==> src/rtl/serial_parallel_sr.sv <==
// Serial-to-parallel shift register (MSB first) with a double-buffered output word.
// Optional even-parity bit per frame when SERIAL_PARALLEL_PARITY_EN is defined.
module serial_parallel_sr #(
    parameter int INPUT_WIDTH = 8
) (
    input  logic                   clk,
    input  logic                   reset,
    input  logic                   data_in,
    input  logic                   bit_valid,
    input  logic                   frame_start,
    output logic [INPUT_WIDTH-1:0] data_out,
    output logic                   data_valid,
    input  logic                   data_ready,
    output logic                   overrun,
    output logic                   parity_err,
    output logic                   fsm_state
);

`ifdef SERIAL_PARALLEL_PARITY_EN
    localparam int FRAME_LEN = INPUT_WIDTH + 1;
`else
    localparam int FRAME_LEN = INPUT_WIDTH;
`endif
    // All frame bits except the last are held here; the last one is used straight from data_in.
    localparam int SR_W = FRAME_LEN - 1;
    localparam int CW   = $clog2(FRAME_LEN + 1);

    // Handshake: a word transfers on any edge where data_valid && data_ready;
    // data_out is frozen while data_valid is high and not yet accepted.
    typedef enum logic {IDLE = 1'b0, SHIFT = 1'b1} state_t;

    state_t                 state, state_nx;
    logic [CW-1:0]          count, count_nx;
    logic [SR_W-1:0]        sr, sr_nx;
    logic                   complete;
    logic [INPUT_WIDTH-1:0] word;
    logic                   word_perr;

    always_ff @(posedge clk) begin
        if (reset) begin
            state <= IDLE;
            count <= '0;
            sr    <= '0;
        end else begin
            state <= state_nx;
            count <= count_nx;
            sr    <= sr_nx;
        end
    end

    always_comb begin
        state_nx = state;
        count_nx = count;
        sr_nx    = sr;
        complete = 1'b0;
`ifdef SERIAL_PARALLEL_PARITY_EN
        word      = sr;
        word_perr = ^{sr, data_in};
`else
        word      = {sr, data_in};
        word_perr = 1'b0;
`endif
        if (bit_valid) begin
            // frame_start always restarts, even over a frame that would complete now.
            if (frame_start) begin
                state_nx = SHIFT;
                count_nx = CW'(1);
                sr_nx    = SR_W'(data_in);
            end else if (state == SHIFT) begin
                if (count == CW'(FRAME_LEN - 1)) begin
                    complete = 1'b1;
                    state_nx = IDLE;
                    count_nx = '0;
                    sr_nx    = '0;
                end else begin
                    count_nx = count + CW'(1);
                    sr_nx    = SR_W'({sr, data_in});
                end
            end
        end
    end

    always_ff @(posedge clk) begin
        if (reset) begin
            data_out   <= '0;
            data_valid <= 1'b0;
            overrun    <= 1'b0;
            parity_err <= 1'b0;
        end else begin
            overrun <= 1'b0;
            if (complete && (!data_valid || data_ready)) begin
                data_out   <= word;
                data_valid <= 1'b1;
                parity_err <= word_perr;
            end else if (complete) begin
                overrun <= 1'b1;
            end else if (data_valid && data_ready) begin
                data_valid <= 1'b0;
            end
        end
    end

    assign fsm_state = state;

endmodule

==> config.mk <==
export PLATFORM = sky130hd
export DESIGN_NAME = serial_parallel_sr
export DESIGN_NICKNAME = d
export VERILOG_FILES = /design/src/rtl/serial_parallel_sr.sv
export SDC_FILE = /design/constraint.sdc
export NUM_CORES = 1
export LEC_CHECK = 0
export BUFFER_PORTS_ARGS = -buffer_cell sky130_fd_sc_hd__buf_2
export CAP_MARGIN = 15
export CORE_ASPECT_RATIO = 1.4
export CORE_UTILIZATION = 45
export CTS_CLUSTER_SIZE = 40
export DETAILED_ROUTE_END_ITERATION = 16
export MAX_ROUTING_LAYER = met4
export PLACE_DENSITY = 0.77
export RECOVER_POWER = 50
export SYNTH_ARGS = -nofsm -noshare
export SYNTH_HDL_FRONTEND = slang
export SYNTH_SLANG_ARGS = --single-unit
==> constraint.sdc <==
create_clock -name clk -period 1.6 [get_ports clk]
set_input_delay 0.24 -clock clk [delete_from_list [all_inputs] [get_ports clk]]
set_output_delay 0.24 -clock clk [all_outputs]
set_load 0.005 [all_outputs]
# Yosys cells after proc, flatten, opt, wreduce, memory -nomap -nowiden
# Cells that the tools add are included.
word_totals:
  register_bits: 22
  latchBits: 0
  mem_bits_rw: 0
  mem_bits_ro: 0
  inputBits: 6
  output_inout_bits: 12
  elab_cells: 35
  mem_count: 0
op_classes:
  n_addsub: 1
  n_mul: 0
  div_mod_pow: 0
  n_lt_le_gt_ge: 0
  n_eq_ne: 2
  n_shift: 0
  n_mux: 17
  n_bitwise: 0
  n_reduce_logical: 9
ops:
  columns: ["cell", "n"]
  rows:
  - ["$mux W7", 3]
  - ["$mux W4", 3]
  - ["$mux W1", 11]
  - ["$add A4 B1 Y4 const B", 1]
  - ["$eq A4 B3 Y1 const B", 1]
  - ["$reduce_and A2 Y1", 2]
  - ["$reduce_bool A2 Y1", 2]
  - ["$logic_and A1 B1 Y1", 2]
  - ["$ne A2 B1 Y1 const B", 1]
  - ["$reduce_or A2 Y1", 1]
  - ["$logic_not A1 Y1", 1]
  - ["$logic_or A1 B1 Y1", 1]

# Depth between registers and ports, before layout
# Gate-level depths: netlist (run 1).
logic_depth:
  depth_word: 8
  ltp_mapped: 5
  ltp_nobuf: 4

# Least setup slack after synthesis (run 1)
# No wires, ideal clock.
synth_timing:
  path_kind: "register to register"
  startpoint: "register count[0]"
  endpoint: "register data_out[0]"
  setup_ps: 72
  arrival_time_ps: 1227
  required_time_ps: 1528
  slack_ps: 301
  stages_incl_launch_ff: 6
  n_path_buf: 1
  synth_period_minus_slack_ps: 1299
  path_cell_list: "dfxtp_1 ha_1 and4b_1 and4b_1 buf_6 mux2i_1"
synth_via:
  elab_chain_len: 6
synth_lines:
  columns: ["element", "line_no", "source"]
  rows:
  - ["start: declaration", "33", "logic [CW-1:0] count, count_nx;"]
  - ["start signal: assignment", "46", "count <= count_nx;"]
  - ["$eq A4 B3 Y1", "70", "if (count == CW'(FRAME_LEN - 1)) begin"]
  - ["$mux W1", "70", null]
  - ["$mux W1", "69", "end else if (state == SHIFT) begin"]
  - ["$mux W1", "65", "if (frame_start) begin"]
  - ["$mux W1", "63", "if (bit_valid) begin"]
  - ["$logic_and A1 B1 Y1", "91", "if (complete && (!data_valid || data_ready)) begin"]
  - ["end signal: assignment", "92", "data_out <= word;"]
  - ["end: declaration", "11", "output logic [INPUT_WIDTH-1:0] data_out,"]
# Every way passes these cells.
# A chain may end at the register's enable or synchronous reset.

# Final worst setup path (run 1)
layout_timing:
  startpoint: "register count[0]"
  endpoint: "register data_out[3]"
# The elaborated chain is that of the path after synthesis.

==> impl_metrics.ini, run 1 <==
[timing]
slew_viol_final = 0
rsz0062_at_grt = no
hold_violations = 0
skew_ps = 1.06
setup-tns-final_ps = 0
timing.final.crit_share = 0.932
period_needed_ps = 1490
fmax_mhz = 671
setup_violations = 0
whs_ps = 204

[placement]
dp_hpwl_um = 1250
io_buffers = 16
placedCellCount = 131
gp_congestion = 0.741

[yosys]
synth_area_leaders = dfxtp_1, nand2b_1, mux2i_1
yosysTopAreaCellShare = 0.464
post_synth_mux_area_share = 0.0844
synthArstFlopShare = 0
synth_compound_area_frac = 0.127
ys_warn_count = 0
synth-simple-area-share = 0.255
synth_ff_type = dfxtp_1
ys_types = 27
synth_top_area_cell = dfxtp_1
synth.most_common_cell = dfxtp_1
syn_avg_cell_area_um2 = 9.68
synth_top_family_by_area = simple AND/OR/NAND/NOR gates
ys_seq_area_frac = 0.464
syn_nets = 105
synth-seq-cells = 22
synthAdderAreaFrac = 0.0132
synth_xor_area_frac = 0
synth_area_um2 = 948
synth_common_cells = dfxtp_1, nand2b_1, mux2i_1, nor2_1, a32oi_1
synthCells = 98
synth_enable_flop_cells = 0

[routing]
routed-via-count = 762
avgViaCountPerCell = 5.64
dr.pass1.iters = 4
wl_per_cell_um = 12.8
drc = 0
drtAntennaViolNets = 0
drt_wl_total_um = 1730
drt_iter0_markers = 15

[global_routing]
grt_max_degree = 27
grt_pass1_vias = 745
top_usage_layer = met2
grt_pass1_wl_um = 2920
gr-usage-all-layers = 0.185
use_met3 = 0.0474
grt_antenna_before_repair = 0
grt.met1_usage = 0.190
grt_overflow_total = 0
met2_usage = 0.286

[power_and_ir_drop]
vdd_drop_max_uv = 661
p_comb_frac = 0.061
seq_power_share = 0.610
power.leakage_nw = 0.392
cellInternalPower_uw = 715
clkPwrFrac = 0.330
p_sw_frac = 0.218
power_density_nw_per_um2 = 853
switchingPower_uw = 199

[cts]
post_cts_resize_count = 0
tritoncts = done
h-tree-depth = 1
post-cts-setup-buffers = 0
path_clk_slew_ps = 120
cts_buffer_depth = 2
cts_hold_buf = 0
clk_latency_ps = 300
clock-sinks = 22
numCtsBuffers = 3
cts-root-buf = clkbuf_4

[die]
die_w_um = 40.8
rows = 19
die_area_um2 = 2300
core-area_um2 = 1970
initial_utilization = 0.481
die_y_um = 56.3
ios = 18

[critical_path]
critPathKind = reg -> reg
worstSetupStartpointType = flip-flop
cp.arrival_ps = 1730
cp_max_fo = 8
worstSetupEndpointType = flip-flop
worstPathRequired_ps = 1840

[cells_and_area]
instances_no_fill = 135
nets = 122
register_area_um2 = 440
fill_cells = 191
drive_gt1_frac = 0.175
n_antenna_cell = 0
synthToLayoutAreaGrowth_pct = 12.9
multiInputGateArea_um2 = 458

[worst_hold_path]
hold_class = in -> reg

[status]
status = finished, final reports clean

[run]
cap_violations = 0
-- cell families after synthesis --
kind of cell,Yosys count
AOI/OAI and AO/OA,17
other,1
buffers and inverters,8
muxes,8
DFF,22
adders and majority gates,1
and+or+nand+nor,41
-- routing by layer --
metal | part of all wire | vias to the layer above
li1 | - | 382
met2 | 0.53 | 14
met5 | 0 | -
met3 | 0.031 | 2
met4 | 0.011 | 0
met1 | 0.43 | 364
-- registers in the layout (all words and copies together), names as in the netlist --
register / flops
data_valid: 1
overrun: 1
sr: 7
data_out: 8
fsm_state: 1
count: 4
-- metrics by stage --
step | utilization | setup WS, ps | power, mW | cell area, um2
after CTS | 0.547 | 112 | 0.926 | 1080
final | 0.543 | 109 | 0.914 | 1070
after floorplan | - | 301 | 0.609 | 948
after global routing | 0.543 | 36.0 | 0.964 | 1070
after detailed placement | 0.529 | 135 | 0.626 | 1040
after global placement | 0.529 | 236 | 0.623 | 1040
-- cell type report --
type,instances,area share
multi-input combinational,68,0.428
sequential,22,0.411
timing repair buffer,19,0.0993
clock buffer,4,0.0339
tap,21,0.0245
inverter,1,0.00350
-- power by group through the flow --
| stage | combinational, mW | clock [mW] | sequential (mW) |
|---|---|---|---|
| 2_1_floorplan | 0.0385 | 0 | 0.571 |
| 4_1_cts | 0.0569 | 0.312 | 0.557 |
| 3_5_place_dp | 0.0569 | 0 | 0.569 |
| 6_report | 0.0553 | 0.301 | 0.557 |
| 3_3_place_gp | 0.0541 | 0 | 0.569 |
| 5_1_grt | 0.0623 | 0.344 | 0.558 |
-- critical path: stages (launching register included) --
cell and delay [ps]:
dfxtp_1 390, ha_1 200, and4b_1 250, and4b_1 260, buf_12 140, mux2i_1 190
-- path summary, 6_finish.rpt --
kind | from | endpoint | slack (ps) | depth (start not counted)
worst max-delay path | count[0] | data_out[3] | 110 | 5
worst min-delay path | data_in | sr[0] | 200 | 3
worst max register to register | count[0] | data_out[3] | 110 | 5
worst min register to register | data_out[4] | data_out[4] | 480 | 2
-- layout by cell type, fill, tap and decap left out, types with 2 or more instances in the layout --
cell      count
dfxtp_1      22
nand2b_1     18
buf_2        12
mux2i_1       8
nor2_1        8
a32oi_1       6
nand2_1       5
clkbuf_1      5
a21oi_1       3
clkbuf_4      3
and4b_1       2
nand3b_1      2
o21ai_0       2
a31oi_1       2
nand3_1       2
Power figures use the tool's default switching activity.
==> run 2, diff against run 1 <==
--- a/config.mk
+++ b/config.mk
@@ -7,13 +7,13 @@
 export LEC_CHECK = 0
 export BUFFER_PORTS_ARGS = -buffer_cell sky130_fd_sc_hd__buf_2
 export CAP_MARGIN = 15
-export CORE_ASPECT_RATIO = 1.4
 export CORE_UTILIZATION = 45
 export CTS_CLUSTER_SIZE = 40
 export DETAILED_ROUTE_END_ITERATION = 16
 export MAX_ROUTING_LAYER = met4
 export PLACE_DENSITY = 0.77
 export RECOVER_POWER = 50
+export REMOVE_ABC_BUFFERS = 1
 export SYNTH_ARGS = -nofsm -noshare
 export SYNTH_HDL_FRONTEND = slang
 export SYNTH_SLANG_ARGS = --single-unit
==> constraint.sdc (replaced) <==
create_clock -name clk -period 1.8 [get_ports clk]
set_input_delay 0.27 -clock clk [delete_from_list [all_inputs] [get_ports clk]]
set_output_delay 0.27 -clock clk [all_outputs]
set_load 0.005 [all_outputs]
==> run 2 against run 1 <==
Against the previous run: worst setup slack gained 220 ps; global-route usage fell by 2.1 points; power is 13% lower; design area is 2.1% lower; worst hold slack better by 39 ps; clock power is 16% lower; non-clock buffer count decreased by 2; critical path type unchanged; critical endpoint unchanged; largest power group unchanged.
==> impl_metrics.ini, run 2 (synthesis results as in run 1) <==
[status]
status = finished, final reports clean

[timing]
setup_violations = 0
slew_viol_final = 0
setup-tns-final_ps = 0
period_needed_ps = 1470
rsz0062_at_grt = no
hold_violations = 0
whs_ps = 243
relSlewSlack = 0.531
skew_ps = 1.65
timing.final.crit_share = 0.816
worst_pin_slew_ps = 699
fmax_mhz = 681
fin_ws_ps = 332

[critical_path]
worstSetupStartpointType = flip-flop
worst-r2r-setup-slack_ps = 330
r2r-end = data_out[3]
cp_max_fo = 8
cpPeakStageDelay_ps = 390
critPathKind = reg -> reg
cp.arrival_ps = 1690
cp_slowest_cell = dfxtp_1
crit_top_cell = and4b_1
r2r-start = count[0]
crit_buf_inv = 1
worstRegToRegCells = 5
path_delay_family = simple AND/OR/NAND/NOR gates
crit_chain = ha_1 -> and4b_1 -> and4b_1 -> buf_4 -> mux2i_1
worstSetupEndpointType = flip-flop
worstPathRequired_ps = 2020

[cells_and_area]
finish.instance_area_um2 = 1050
final_cell_mix = dfxtp_1, nand2b_1, buf_2
nets = 120
reg_top3 = data_out: 8 flops, sr: 7 flops, count: 4 flops
registers.top_by_ff_count = data_out
final_common_cell = dfxtp_1
drive_gt1_frac = 0.143
largest_reg_flops = 8
instances_no_fill = 139
n_antenna_cell = 0
fin_util = 0.534
synthToLayoutAreaGrowth_pct = 10.6

[worst_hold_path]
min_path_cells = 3
hold_path_end = data_out[0]
hold_class = in -> reg
hp-start = data_in

[placement]
dp_hpwl_um = 1120
placedCellCount = 135
pre_cts_ws_ps = 361
io_buffers = 16
gp_congestion = 0.710
place_area_um2 = 1020

[die]
die_w_um = 47.9
initial_utilization = 0.483
core-area_um2 = 1960
die_area_um2 = 2300
ios = 18
rows = 16
die_y_um = 47.9

[routing]
drt_wl_total_um = 1650
drtAntennaViolNets = 0
avgViaCountPerCell = 5.24
wl_per_cell_um = 11.9
drc = 0
routed-via-count = 729
dr.pass1.iters = 4
drt_iter0_markers = 10

[cts]
h-tree-depth = 1
cts_hold_buf = 0
path_clk_slew_ps = 110
numCtsBuffers = 3
tritoncts = done
cts_buffer_depth = 2
post_cts_resize_count = 0
post-cts-setup-buffers = 0
clk_latency_ps = 290
clock-sinks = 22
cts-root-buf = clkbuf_4

[power_and_ir_drop]
power_density_nw_per_um2 = 757
power.leakage_nw = 0.375
vdd_drop_max_uv = 335
power_uw = 794

[global_routing]
grt_pass1_vias = 603
grt_pass1_wl_um = 2530
grt_overflow_total = 0
gr-usage-all-layers = 0.164
grt_max_degree = 31
grt_antenna_before_repair = 0

[run]
cap_violations = 0
[run 2: changes by cell type in the layout (fill, tap and decap cells not counted), sizes merged]
cell	before	now
buf	14	11
clkbuf	9	10
[run 2: worst max-delay path by stage]
stage	start	to	slack, ps	cells after the start
after global placement	count[0]	data_out[3]	400	5
after global routing	count[0]	data_out[6]	200	5
after CTS	count[0]	data_out[3]	330	5
after detailed placement	count[0]	data_out[3]	360	5
final	count[0]	data_out[3]	330	5
after floorplan	count[0]	data_out[0]	360	4
[run 2: worst min-delay path: stages]
cell and delay [ps]:
buf_2 110, nand2b_1 60, mux2i_1 60
[run 2: power breakdown]
part	internal [mW]	total, mW	switching (mW)
logic	0.0174	0.0424	0.0250
registers	0.492	0.497	0.00560
clock network	0.123	0.254	0.131
[run 2: cell type report]
class / instances / area, um2
fillers: 200 / 913
multi-input cells: 68 / 454
flip-flops and latches: 22 / 440
repair buffers: 17 / 80.1
clock buffers: 4 / 36.3
well taps: 27 / 33.8
inverters: 1 / 3.75
[run 2: metal layers]
metal  vias up  share of wire  global-route usage
met4         0          0.016               0.111
met3         2          0.029              0.0377
met1       339           0.48               0.195
li1        374              -                   -
met5         -              0                   -
met2        14           0.47               0.243
==> run 3, diff against run 2 <==
==> constraint.sdc (replaced) <==
create_clock -name clk -period 1.5 [get_ports clk]
set_input_delay 0.225 -clock clk [delete_from_list [all_inputs] [get_ports clk]]
set_output_delay 0.225 -clock clk [all_outputs]
set_load 0.005 [all_outputs]
==> run 3 against run 2 <==
Against the previous run: sequential cell count unchanged; global-route usage decreased by 0.27 points; die area unchanged; count of clock-buffer cells in the layout decreased by 1; clock power about the same; power increased by 16%; sequential power increased by 20%.
==> impl_metrics.ini, run 3 (synthesis results as in run 1) <==
[status]
status = finished, final reports clean

[placement]
placedCellCount = 137
dp_hpwl_um = 1180
gp_congestion = 0.715
io_buffers = 16

[global_routing]
gr-usage-all-layers = 0.161
grt_antenna_before_repair = 0
grt_pass1_wl_um = 2470
grt_overflow_total = 0
grt_pass1_vias = 584
grt_max_degree = 23

[die]
die_y_um = 47.9
initial_utilization = 0.483
die_area_um2 = 2300
die_w_um = 47.9
rows = 16
ios = 18
core-area_um2 = 1960

[cts]
path_clk_slew_ps = 120
tritoncts = done
numCtsBuffers = 3
cts-root-buf = clkbuf_4
cts_hold_buf = 0
cts_buffer_depth = 2
h-tree-depth = 1
clk_latency_ps = 300
clock-sinks = 22

[critical_path]
crit_chain = ha_4 -> and4b_1 -> and4b_1 -> buf_12 -> mux2i_1
startpoint = count[1]
crit_buf_inv = 1
cp_num_cells = 5
cpPeakStageDelay_ps = 380
worstSetupStartpointType = flip-flop
path_delay_family = simple AND/OR/NAND/NOR gates
crit_top_cell = and4b_1
cp_max_fo = 8
r2r-start = count[1]
worstPathRequired_ps = 1730
critPathKind = reg -> reg
endpoint = data_out[2]
r2r-end = data_out[2]
worst-r2r-setup-slack_ps = 70
cp.arrival_ps = 1650
worstRegToRegCells = 5
worstSetupEndpointType = flip-flop
cp_slowest_cell = dfxtp_2

[cells_and_area]
largest_reg_flops = 8
instances_no_fill = 141
registers.top_by_ff_count = data_out
nets = 123
n_antenna_cell = 0
final_common_cell = dfxtp_1
drive_gt1_frac = 0.193
final_cell_mix = dfxtp_1, nand2b_1, buf_2
reg_top3 = data_out: 8 flops, sr: 7 flops, count: 4 flops
synthToLayoutAreaGrowth_pct = 15.0

[timing]
setup_violations = 0
hold_violations = 0
rsz0062_at_grt = no
timing.final.crit_share = 0.951
whs_ps = 191
setup-tns-final_ps = 0
skew_ps = 8.59
slew_viol_final = 0
period_needed_ps = 1430
fmax_mhz = 701

[power_and_ir_drop]
p_sw_frac = 0.224
cellInternalPower_uw = 713
switchingPower_uw = 206
seq_power_share = 0.648
power.leakage_nw = 0.384
power_density_nw_per_um2 = 842
clkPwrFrac = 0.280
vdd_drop_max_uv = 427
p_comb_frac = 0.072

[routing]
drt_iter0_markers = 26
drtAntennaViolNets = 0
drt_wl_total_um = 1780
dr.pass1.iters = 4
routed-via-count = 768
avgViaCountPerCell = 5.45
wl_per_cell_um = 12.6
drc = 0

[run]
cap_violations = 0

[worst_hold_path]
hold_class = in -> reg
min_path_cells = 3
## run 3: power by group through the flow
stage / Combinational [mW] / Clock [mW] / Sequential [mW]
6_report: 0.0664 / 0.257 / 0.595
5_1_grt: 0.0713 / 0.292 / 0.597
4_1_cts: 0.0604 / 0.262 / 0.594
3_5_place_dp: 0.0591 / 0 / 0.607
3_3_place_gp: 0.0578 / 0 / 0.607
2_1_floorplan: 0.0264 / 0 / 0.609
## run 3: layer usage
metal / vias to the layer above / wire, um / track usage
met5: - / 0 / -
met4: 0 / 14 / 0.0722
met3: 2 / 66 / 0.0453
met2: 21 / 863 / 0.254
met1: 365 / 832 / 0.190
li1: 380 / - / -
## run 3: worst reg2reg max path, stage by stage, from the launching register on
cell and delay, ps:
dfxtp_2 380, ha_4 140, and4b_1 230, and4b_1 260, buf_12 150, mux2i_1 200
## run 3: final cells by class
| cell class | count | area (um2) |
|---|---|---|
| Sequential cell | 22 | 445 |
| Multi-Input combinational cell | 68 | 470 |
| Inverter | 1 | 3.75 |
| Clock buffer | 3 | 22.5 |
| Fill cell | 188 | 871 |
| Timing Repair Buffer | 20 | 115 |
| Tap cell | 27 | 33.8 |
## run 3: timing repair
action,CTS,global route
setup endpoints to repair,0,8
gates resized for setup,0,5
buffers inserted,0,1
## run 3: how the worst min path moves through the flow
stage / endpoint / slack, ps / from
after floorplan: data_valid / 290 / reset
after global placement: data_out[7] / 450 / data_out[7]
after detailed placement: data_out[3] / 470 / data_out[3]
after CTS: data_out[0] / 190 / data_in
after global routing: data_out[0] / 190 / data_in
final: data_out[0] / 190 / data_in
## run 3: stage by stage
stage                     cell area (um2)  power (mW)  utilization  setup slack (ps)
after floorplan                       902       0.635            -              62.7
after global placement               1050       0.665        0.536               128
after detailed placement             1050       0.666        0.536              47.4
after CTS                            1070       0.916        0.547              11.1
after global routing                 1090       0.960        0.556              6.35
final                                1090       0.919        0.556              74.1
